`src/rtl/line_encoder.sv`:
```
// Serialises wiring words (light patterns, button index lists, line/file markers)
// into an ASCII byte stream with a valid/ready handshake on both sides.
module line_encoder #(
  parameter int unsigned MAX_WIRING_WIDTH = 10
) (
  input  logic                                  clk,
  input  logic                                  rst,
  input  logic                                  wiring_valid,
  output logic                                  wiring_ready,
  input  logic [1:0]                            wiring_kind,
  input  logic [MAX_WIRING_WIDTH-1:0]           wiring_data,
  input  logic [$clog2(MAX_WIRING_WIDTH):0]     wiring_len,
  output logic                                  outbound_valid,
  input  logic                                  outbound_ready,
  output logic [7:0]                            outbound_byte,
  output logic                                  end_of_file
);

  localparam int unsigned W  = MAX_WIRING_WIDTH;
  localparam int unsigned LW = $clog2(MAX_WIRING_WIDTH) + 1;

  typedef enum logic [3:0] {
    IDLE, LIGHT_OPEN, LIGHT_BITS, LIGHT_CLOSE,
    BTN_SPACE, BTN_OPEN, BTN_DIGIT, BTN_COMMA, BTN_CLOSE,
    EMIT_LF, EMIT_NUL, DONE
  } state_t;

  state_t         r_state, nx_state;
  logic [W-1:0]   r_data, nx_data;
  logic [LW-1:0]  r_len, nx_len;
  logic [LW-1:0]  r_idx, nx_idx;
  logic [7:0]     r_byte, nx_byte;
  logic           r_valid, nx_valid;
  logic           r_ready, nx_ready;
  logic           r_eof, nx_eof;

  logic           w_accept;
  logic           w_consume;
  logic [LW-1:0]  w_len_clamp;
  logic [W-1:0]   w_shift;
  logic [W-1:0]   w_cleared;
  logic [LW-1:0]  w_low;
  logic [7:0]     w_digit;
  logic [LW-1:0]  w_idx_inc;

  // Index of the lowest set bit of the working copy (0 when empty).
  function automatic logic [LW-1:0] lowest_set(input logic [W-1:0] d);
    lowest_set = '0;
    for (int i = int'(W) - 1; i >= 0; i--) begin
      if (d[i]) lowest_set = LW'(i);
    end
  endfunction

  assign w_accept    = wiring_valid && r_ready;
  assign w_consume   = r_valid && outbound_ready;
  assign w_len_clamp = (wiring_len > LW'(W)) ? LW'(W) : wiring_len;
  assign w_shift     = r_data >> 1;
  assign w_cleared   = r_data & ~(W'(1) << r_idx);
  assign w_low       = lowest_set(r_data);
  assign w_digit     = 8'h30 + 8'(w_low);
  assign w_idx_inc   = r_idx + LW'(1);

  always_comb begin
    nx_state = r_state;
    nx_data  = r_data;
    nx_len   = r_len;
    nx_idx   = r_idx;
    nx_byte  = r_byte;
    nx_eof   = r_eof;

    case (r_state)
      IDLE: begin
        if (w_accept) begin
          nx_data = wiring_data;
          nx_len  = w_len_clamp;
          nx_idx  = '0;
          case (wiring_kind)
            2'd0:    begin nx_state = LIGHT_OPEN; nx_byte = 8'h5B; end
            2'd1:    begin nx_state = BTN_SPACE;  nx_byte = 8'h20; end
            2'd2:    begin nx_state = EMIT_LF;    nx_byte = 8'h0A; end
            default: begin nx_state = EMIT_NUL;   nx_byte = 8'h00; end
          endcase
        end
      end
      LIGHT_OPEN: begin
        if (w_consume) begin
          if (r_len == '0) begin
            nx_state = LIGHT_CLOSE;
            nx_byte  = 8'h5D;
          end else begin
            nx_state = LIGHT_BITS;
            nx_byte  = r_data[0] ? 8'h23 : 8'h2E;
          end
        end
      end
      // Light data shifts right so the current character is always bit 0.
      LIGHT_BITS: begin
        if (w_consume) begin
          nx_idx  = w_idx_inc;
          nx_data = w_shift;
          if (w_idx_inc == r_len) begin
            nx_state = LIGHT_CLOSE;
            nx_byte  = 8'h5D;
          end else begin
            nx_byte  = w_shift[0] ? 8'h23 : 8'h2E;
          end
        end
      end
      LIGHT_CLOSE, BTN_CLOSE, EMIT_LF: begin
        if (w_consume) nx_state = IDLE;
      end
      BTN_SPACE: begin
        if (w_consume) begin
          nx_state = BTN_OPEN;
          nx_byte  = 8'h28;
        end
      end
      BTN_OPEN, BTN_COMMA: begin
        if (w_consume) begin
          if (r_data == '0) begin
            nx_state = BTN_CLOSE;
            nx_byte  = 8'h29;
          end else begin
            nx_state = BTN_DIGIT;
            nx_idx   = w_low;
            nx_byte  = w_digit;
          end
        end
      end
      // Drop the digit just emitted; a comma follows only if bits remain.
      BTN_DIGIT: begin
        if (w_consume) begin
          nx_data = w_cleared;
          if (w_cleared != '0) begin
            nx_state = BTN_COMMA;
            nx_byte  = 8'h2C;
          end else begin
            nx_state = BTN_CLOSE;
            nx_byte  = 8'h29;
          end
        end
      end
      EMIT_NUL: begin
        if (w_consume) begin
          nx_state = DONE;
          nx_eof   = 1'b1;
        end
      end
      default: begin
        nx_state = r_state;
      end
    endcase

    nx_valid = (nx_state != IDLE) && (nx_state != DONE);
    nx_ready = (nx_state == IDLE) && !nx_eof;
  end

  always_ff @(posedge clk) begin
    if (rst) begin
      r_state <= IDLE;
      r_data  <= '0;
      r_len   <= '0;
      r_idx   <= '0;
      r_byte  <= 8'h00;
      r_valid <= 1'b0;
      r_ready <= 1'b0;
      r_eof   <= 1'b0;
    end else begin
      r_state <= nx_state;
      r_data  <= nx_data;
      r_len   <= nx_len;
      r_idx   <= nx_idx;
      r_byte  <= nx_byte;
      r_valid <= nx_valid;
      r_ready <= nx_ready;
      r_eof   <= nx_eof;
    end
  end

  assign wiring_ready   = r_ready;
  assign outbound_valid = r_valid;
  assign outbound_byte  = r_byte;
  assign end_of_file    = r_eof;

endmodule

```
`config.mk`:
```
export PLATFORM = sky130hd
export DESIGN_NAME = line_encoder
export DESIGN_NICKNAME = d
export VERILOG_FILES = /design/src/rtl/line_encoder.sv
export SDC_FILE = /design/constraint.sdc
export NUM_CORES = 1
export LEC_CHECK = 0
export BUFFER_PORTS_ARGS = -buffer_cell sky130_fd_sc_hd__buf_2
export CORE_MARGIN = 2
export CORE_UTILIZATION = 45
export DETAILED_ROUTE_END_ITERATION = 12
export GPL_ROUTABILITY_DRIVEN = 0
export PLACE_DENSITY_LB_ADDON = 0.08
export RECOVER_POWER = 50
export SLEW_MARGIN = 20
export SYNTH_ARGS = -nofsm -noshare
export SYNTH_HDL_FRONTEND = slang
export SYNTH_SLANG_ARGS = --single-unit
export TNS_END_PERCENT = 20
```
`constraint.sdc`:
```
create_clock -name clk -period 3.4 [get_ports clk]
set_clock_uncertainty 0.1 [all_clocks]
set_input_delay 0.34 -clock clk [delete_from_list [all_inputs] [get_ports clk]]
set_output_delay 0.34 -clock clk [all_outputs]
set_load 0.005 [all_outputs]
```
# After elaboration in Yosys (flattened, before gate mapping)

Index checks and enable logic that the tools add are counted.

Bits in registers: 35
Latch bits: 0
Memory bits (writable): 0
ROM bits: 0
Output and inout bits: 11
Word-level logic and storage cells: 106
Memories kept: 0

Add/subtract/negate cells: 2
Multiply operators: 0
Divide/modulo/power cells: 0
Magnitude comparators: 1
Equal/unequal tests: 21
Shift-type cells: 1
Multiplexer cells: 50
Bitwise logic cells: 2
Reductions and logical operators: 21

Operator list:

| kind                 | number |
|---|---|
| $mux 5               | 13 |
| $mux 4               | 15 |
| $mux 8               | 6 |
| $pmux 8 s6           | 1 |
| $pmux 4 s8           | 1 |
| $mux 10              | 3 |
| $pmux 10 s3          | 1 |
| $mux 7               | 3 |
| $pmux 7 s3           | 1 |
| $eq 4x3->1 const B   | 4 |
| $pmux 5 s3           | 1 |
| $ne 2x2->1 const B   | 7 |
| $eq 4x4->1 const B   | 3 |
| $pmux 4 s3           | 1 |
| $and 10x10->10       | 1 |
| $logic_not 10->1     | 1 |
| $not 10->10          | 1 |
| $reduce_bool 10->1   | 1 |
| $shl 1x5->10 const A | 1 |
| $eq 4x2->1 const B   | 2 |
| $logic_not 4->1      | 2 |
| $add 6x5->7 const A  | 1 |
| $reduce_and 7->1     | 1 |
| $reduce_bool 3->1    | 2 |
| other kinds (20)     | 25 |

# Longest topological paths before layout

Gate-level depths: netlist (run 1).

Depth after elaboration: 14
Depth in mapped cells: 11
Mapped depth without buffers: 10

# Worst setup path before layout (run 1)

OpenSTA, ideal clock, no wires.

Path type: register to register
Start: register r_idx[3]
End: register r_valid (netlist: outbound_valid)
Setup time: 0.067 ns
Arrival: 2.395 ns
Required time: 3.233 ns
Path slack: 0.837 ns
Cell stages (with the launch flop): 9
Path buffers: 0
Period minus slack after synthesis: 2.563 ns
Cell sequence: dfxtp_1 > mux2_4 > o32a_1 > or4_4 > nor2_4 > inv_2 > a211o_1 > mux2_4 > a21oi_2

Longest elaborated chain between the ends: 9
Elaborated cells on any way between the ends: 14
Classes of those cells: add/sub (1); eq/ne (2); shift (1); mux (5); bitwise (2); reduce/logical (3)

RTL lines:

| element                                                             | RTL line | text |
|---|---|---|
| start: declaration                                                  | 31       | `logic [LW-1:0] r_idx, nx_idx;` |
| start signal: assignment                                            | 172      | `r_idx <= nx_idx;` |
| parallel branches: the longest is 6 deep, another holds $add 5x1->5 | n/a      |  |
| $pmux 4 s8 *                                                        | 71       | `case (r_state)` |
| $ne 4x4->1 or $reduce_bool 4->1 (tied branches)                     | 154      | `nx_valid = (nx_state != IDLE) && (nx_state != DONE);` |
| $logic_and 1x1->1 *                                                 | 154      |  |
| end signal: assignment                                              | 174      | `r_valid <= nx_valid;` |
| end: declaration                                                    | 33       | `logic r_valid, nx_valid;` |

Mark *: on every way between the ends.
A chain may end at the register's enable or synchronous reset.

# Worst setup path in the final report (run 1)

Ends and elaborated chain as after synthesis.

==> impl_metrics.csv, run 1 <==
group,metric,value,unit
cells_and_area,layout-drive-gt1-share,0.154,
critical_path,crit_chain,"mux2_4 -> o32a_1 -> or4_4 -> nor2_4 -> inv_2 -> a211o_1 -> mux2_4 -> a21oi_2",
grt,grt_pass1_vias,2180,
critical_path,cp_max_fo,13,
logic_synthesis,yosys.area.top_type,"dfxtp_1",
clock_tree,clock_latency,300,ps
clock_tree,path_clk_slew,80,ps
critical_path,cp_top_family,"compound AO/OA/AOI/OAI gates",
grt,grt_pass1_wl,11000,um
logic_synthesis,synth_edf_count,0,
route,post_drt_via_cell_ratio,5.66,
grt,antenna_found_initial,0,
logic_synthesis,synthCells,326,
power_and_ir_drop,powerDensity,462,nW/um2
critical_path,criticalPathCategory,"flop to flop",
floorplan,initial_utilization,0.465,
route,ant_nets,0,
clock_tree,clockBufferDepth,2,
critical_path,worstPathArrival,3030,ps
sta,tightest_slew,1060,ps
grt,gr-total-overflow,0,
power_and_ir_drop,total_power,1210,uW
sta,fin_crit_sh,0.852,
logic_synthesis,ys_seq_elements,34,
critical_path,crit_required,3530,ps
power_and_ir_drop,leakage,0.000999,uW
critical_path,setup.worst_path.start,"r_idx[3]",
route,wl,6400,um
route,drt-initial-drc-count,166,
power_and_ir_drop,ir_worst_vdd,0.000209,V
sta,min_period,2900,ps
place,hpwlAfterDp,4620,um
clock_tree,cts_tree,"built",
critical_path,path_buf_inv,1,
sta,tns,0,ps
clock_tree,cts_root_buffer,"clkbuf_8",
route,post-route-drc-count,0,
critical_path,cpMostUsedCell,"mux2_4",
sta,worst_slew_margin_rel,0.289,
floorplan,io_pins,32,
logic_synthesis,yosysMostFrequentCell,"nor2_1",
floorplan,core-area,5070,um2
hold_path,hp-class,"input pin to flop",
logic_synthesis,synthesis.area,2360,um2
sta,setup_ws,502,ps
floorplan,rows,26,
logic_synthesis,syn_avg_cell_area,7.25,um2
sta,rsz0062_at_grt,"false",
clock_tree,htreeDepth,2,
clock_tree,cts_resized,0,
logic_synthesis,synth_cell_type_count,56,
floorplan,dieArea,5850,um2
critical_path,r2r-start,"r_idx[3]",
logic_synthesis,ys_seq_area_frac,0.288,
cells_and_area,nFillCells,538,
critical_path,endpoint,"outbound_valid",
sta,setup_viol,0,
clock_tree,cts_setup_buffers,0,
clock_tree,cts_sinks,34,
cells_and_area,fin_nets,371,
cells_and_area,n_antenna_cell,0,
logic_synthesis,syn_nets,353,
critical_path,timing.rr.end,"outbound_valid",
critical_path,reg2reg_depth,8,
sta,max_clock_freq,345,MHz
route,firstDrtPassIters,5,
route,wl_per_cell,15.4,um
critical_path,cp_slowest_stage_delay,590,ps
clock_tree,cts.hold.buffers_added,0,
logic_synthesis,yosys-top-cells-count,"66 x nor2_1, 34 x dfxtp_1, 25 x a21oi_1",
route,num_vias,2347,
place,placement.io_buffers,30,
critical_path,crit_path_start_kind,"flop",
floorplan,chipHeight,76.5,um
clock_tree,cts_buffers,5,
cells_and_area,syn_to_final_growth,11.2,%
logic_synthesis,synth_top_area_frac,0.288,
floorplan,die_x,76.5,um
hold_path,hp-start,"wiring_len[1]",
logic_synthesis,ys_async_sr_fraction,0,
logic_synthesis,ys.flop_type,"dfxtp_1",
status,status,"finished clean",
grt,grt_max_degree,35,
logic_synthesis,yosysWarnings,0,
critical_path,r2r_slack,500,ps
grt,grt_use_total,0.230,
sta,hold_violations,0,
critical_path,critPathSlowestCell,"dfxtp_1",
place,preCtsSetupSlack,515,ps
critical_path,cp.depth,8,
sta,report.final.slew_viol_count,0,
run,cap_violations,0,
logic_synthesis,synth_top_cells_by_area,"dfxtp_1 29%, nor2_1 10%, a21oi_1 5.3%",
critical_path,critical_path.endpoint_type,"flop",
power by group:
part	internal, uW	leakage (uW)	switching [uW]
registers	439	0.000276	57.4
logic	167	0.000675	228
clock network	163	0.0000472	160
cell usage in the layout (no fill, tap or decap), types with 3 or more instances in the layout:
cell	netlist	final
dfxtp_1	34	34
xor2_1	5	5
o21ai_0	12	12
nand2b_1	11	11
buf_2	0	30
nor2b_1	7	7
a21oi_1	25	25
clkbuf_8	0	6
a22oi_1	5	5
mux2i_1	3	3
buf_4	1	4
a211oi_1	14	14
a32oi_1	4	4
nor3_1	11	11
nand2_1	24	24
inv_1	8	8
a311oi_1	7	7
a21o_1	4	4
xnor2_1	3	3
ha_1	6	6
nor2_1	66	66
nand3_1	11	11
routing by layer:
layer  up-vias  GRT usage  share of wire
met5         -          0              0
li1       1205          -              -
met2        93      0.351           0.43
met3         6     0.0509          0.069
met4         0     0.0655          0.010
met1      1043      0.324           0.49
state kept, by name (all words and copies together) (netlist names):
name            count
r_data             10
outbound_valid      1
outbound_byte       7
wiring_ready        1
r_idx               5
end_of_file         1
r_state             4
r_len               5
cell type report:
cell class	count	area [um2]	area share
tap	70	87.6	0.0333
timing repair buffer	34	180	0.0686
multi-input combinational	260	1550	0.590
clock buffer	6	82.6	0.0314
clock inverter	2	12.5	0.00476
inverter	9	33.8	0.0129
sequential	34	681	0.259
kinds of logic after synthesis:
kind of cell | after synthesis | synth area share
buffers and inverters | 32 | 0.0556
DFF | 34 | 0.288
and+or+nand+nor | 149 | 0.305
adders and majority gates | 6 | 0.0318
xor gates and xnor gates | 8 | 0.0297
muxes | 5 | 0.0254
other | 1 | 0.00159
AOI/OAI and AO/OA | 91 | 0.263
per-stage QoR:
stage / area [um2] / std cells / utilization / hold WS, ps
finish: 2630 / 415 / 0.518 / 200
global route: 2630 / 415 / 0.518 / 225
CTS: 2630 / 415 / 0.518 / 199
detailed placement: 2530 / 407 / 0.499 / 379
global placement: 2530 / 407 / 0.499 / 380
floorplan: 2360 / 326 / - / 356
worst register-to-register path, cell delays in order, from the launching register on:
cell	delay, ps
dfxtp_1	590
mux2_4	340
o32a_1	330
or4_4	550
nor2_4	160
inv_2	50
a211o_1	300
mux2_4	310
a21oi_2	120
how the worst min path moves through the flow:
stage                                   to  slack (ps)  depth (start not counted)
after floorplan                   r_len[2]         360                          2
after global placement    outbound_byte[6]         380                          2
after detailed placement  outbound_byte[6]         380                          2
after CTS                         r_len[1]         200                          3
after global routing              r_len[1]         230                          3
final                             r_len[1]         200                          3
No activity file was read; power rests on OpenSTA's default activity.
==> inputs of run 2 (changes only) <==
Settings changed: BUFFER_PORTS_ARGS -buffer_cell sky130_fd_sc_hd__buf_2 to -buffer_cell sky130_fd_sc_hd__buf_4, CORE_ASPECT_RATIO set to 1.2, GPL_TIMING_DRIVEN set to 0.
==> impl_metrics.csv, run 2 (synthesized netlist as in run 1, its figures left out) <==
group,metric,value,unit
place,dp.cells,415,
route,post_drt_via_cell_ratio,6.08,
sta,setup_viol,0,
grt,grt_max_degree,11,
route,drt-initial-drc-count,189,
cells_and_area,regMostFlops,"r_data",
clock_tree,htreeDepth,2,
grt,gr-total-overflow,0,
sta,max_clock_freq,323,MHz
sta,report.final.slew_viol_count,0,
place,hpwlAfterDp,5250,um
clock_tree,cts.hold.buffers_added,0,
route,ant_nets,0,
clock_tree,clockBufferDepth,2,
cells_and_area,final_core_util,0.546,
grt,grt_pass1_vias,2500,
clock_tree,cts_tree,"built",
route,wl_per_cell,16.4,um
clock_tree,path_clk_slew,70,ps
sta,holdWs,210,ps
floorplan,core-area,5010,um2
critical_path,crit_chain,"clkbuf_1 -> inv_1 -> ha_1 -> xor2_1 -> nand3_1 -> nor3_1 -> a31oi_1 -> a21oi_1 -> a211o_1 -> mux2_4 -> a21oi_2",
route,firstDrtPassIters,5,
grt,grt_use_total,0.245,
sta,worst_slew_margin_rel,0.398,
grt,antenna_found_initial,0,
clock_tree,cts_root_buffer,"clkbuf_8",
sta,hold_violations,0,
critical_path,criticalPathCategory,"flop to flop",
cells_and_area,nFillCells,560,
critical_path,cp_slowest_stage_delay,510,ps
cells_and_area,syn_to_final_growth,15.8,%
cells_and_area,layout-drive-gt1-share,0.129,
run,cap_violations,0,
cells_and_area,final_cell_mix,"67 x nor2_1, 34 x dfxtp_1, 25 x a21oi_1, 24 x nand2_1",
status,status,"finished clean",
critical_path,r2r_slack,310,ps
clock_tree,cts_buffers,5,
floorplan,die_x,70.1,um
power_and_ir_drop,powerDensity,449,nW/um2
critical_path,critical_path.endpoint_type,"flop",
critical_path,crit_required,3510,ps
power_and_ir_drop,leakage,0.00103,uW
cells_and_area,n_antenna_cell,0,
critical_path,worstPathArrival,3200,ps
place,placement.io_buffers,29,
cells_and_area,final_cells,423,
route,wl,6920,um
grt,grt_pass1_wl,11600,um
cells_and_area,multi_input_area,1540,um2
clock_tree,cts_setup_buffers,0,
sta,tns,0,ps
floorplan,chipHeight,83.4,um
power_and_ir_drop,ir_worst_vdd,0.000262,V
critical_path,crit_path_start_kind,"flop",
critical_path,cp_max_fo,10,
clock_tree,clock_latency,290,ps
cells_and_area,largest_register_ffs,10,
clock_tree,cts_sinks,34,
sta,fin_crit_sh,0.909,
hold_path,hp-class,"input pin to flop",
route,post-route-drc-count,0,
cells_and_area,regArea,681,um2
sta,rsz0062_at_grt,"false",
floorplan,dieArea,5850,um2
critical_path,critPathSlowestCell,"nor3_1",
floorplan,rows,28,
route,num_vias,2572,
sta,tightest_slew,890,ps
floorplan,io_pins,32,
clock_tree,cts_resized,0,
floorplan,initial_utilization,0.472,
cells_and_area,fin_nets,389,
sta,min_period,3090,ps
cells_and_area,layout_commonest_cell,"nor2_1",
## run 2: layer usage
layer	up-vias	wire, um	track usage
met4	0	418	0.170
met5	-	0	0
met2	116	3310	0.395
li1	1246	-	-
met1	1175	2770	0.290
met3	35	418	0.0437
## run 2: power by group
part | leakage [uW] | switching (uW) | internal (uW) | total (uW)
logic | 0.000702 | 264 | 177 | 441
clock network | 0.0000482 | 151 | 164 | 315
registers | 0.000276 | 33.5 | 439 | 472
total | 0.00103 | 449 | 779 | 1230
## run 2: path summary, 6_finish.rpt
kind                       to  cells past startpoint        startpoint
max reg2reg    outbound_valid                     11          r_idx[2]
min                  r_len[0]                      3     wiring_len[0]
max            outbound_valid                     11          r_idx[2]
min reg2reg  outbound_byte[6]                      2  outbound_byte[6]
## run 2: through the flow
step | setup WS, ps | total power [uW] | instance area, um2
3_3_place_gp | 329 | 920 | 2660
5_1_grt | 71.2 | 1310 | 2740
6_report | 308 | 1230 | 2740
2_1_floorplan | 837 | 781 | 2360
4_1_cts | 349 | 1240 | 2750
3_5_place_dp | 366 | 923 | 2660
## run 2: cell type report
type | instances | area share
Multi-Input combinational cell | 260 | 0.563
Sequential cell | 34 | 0.249
Timing Repair Buffer | 29 | 0.0796
Buffer | 23 | 0.0357
Clock buffer | 7 | 0.0316
Tap cell | 60 | 0.0274
Inverter | 9 | 0.0124
Clock inverter | 1 | 0.00183
## run 2: worst max-delay path: cells and delay by family, from the launching register on
kind | cells | cell delay [ps]
buf+inv | 2 | 430
xor+xnor | 1 | 160
fa+ha+maj | 1 | 340
mux | 1 | 320
simple gates | 2 | 600
flops | 1 | 350
compound gates | 4 | 720
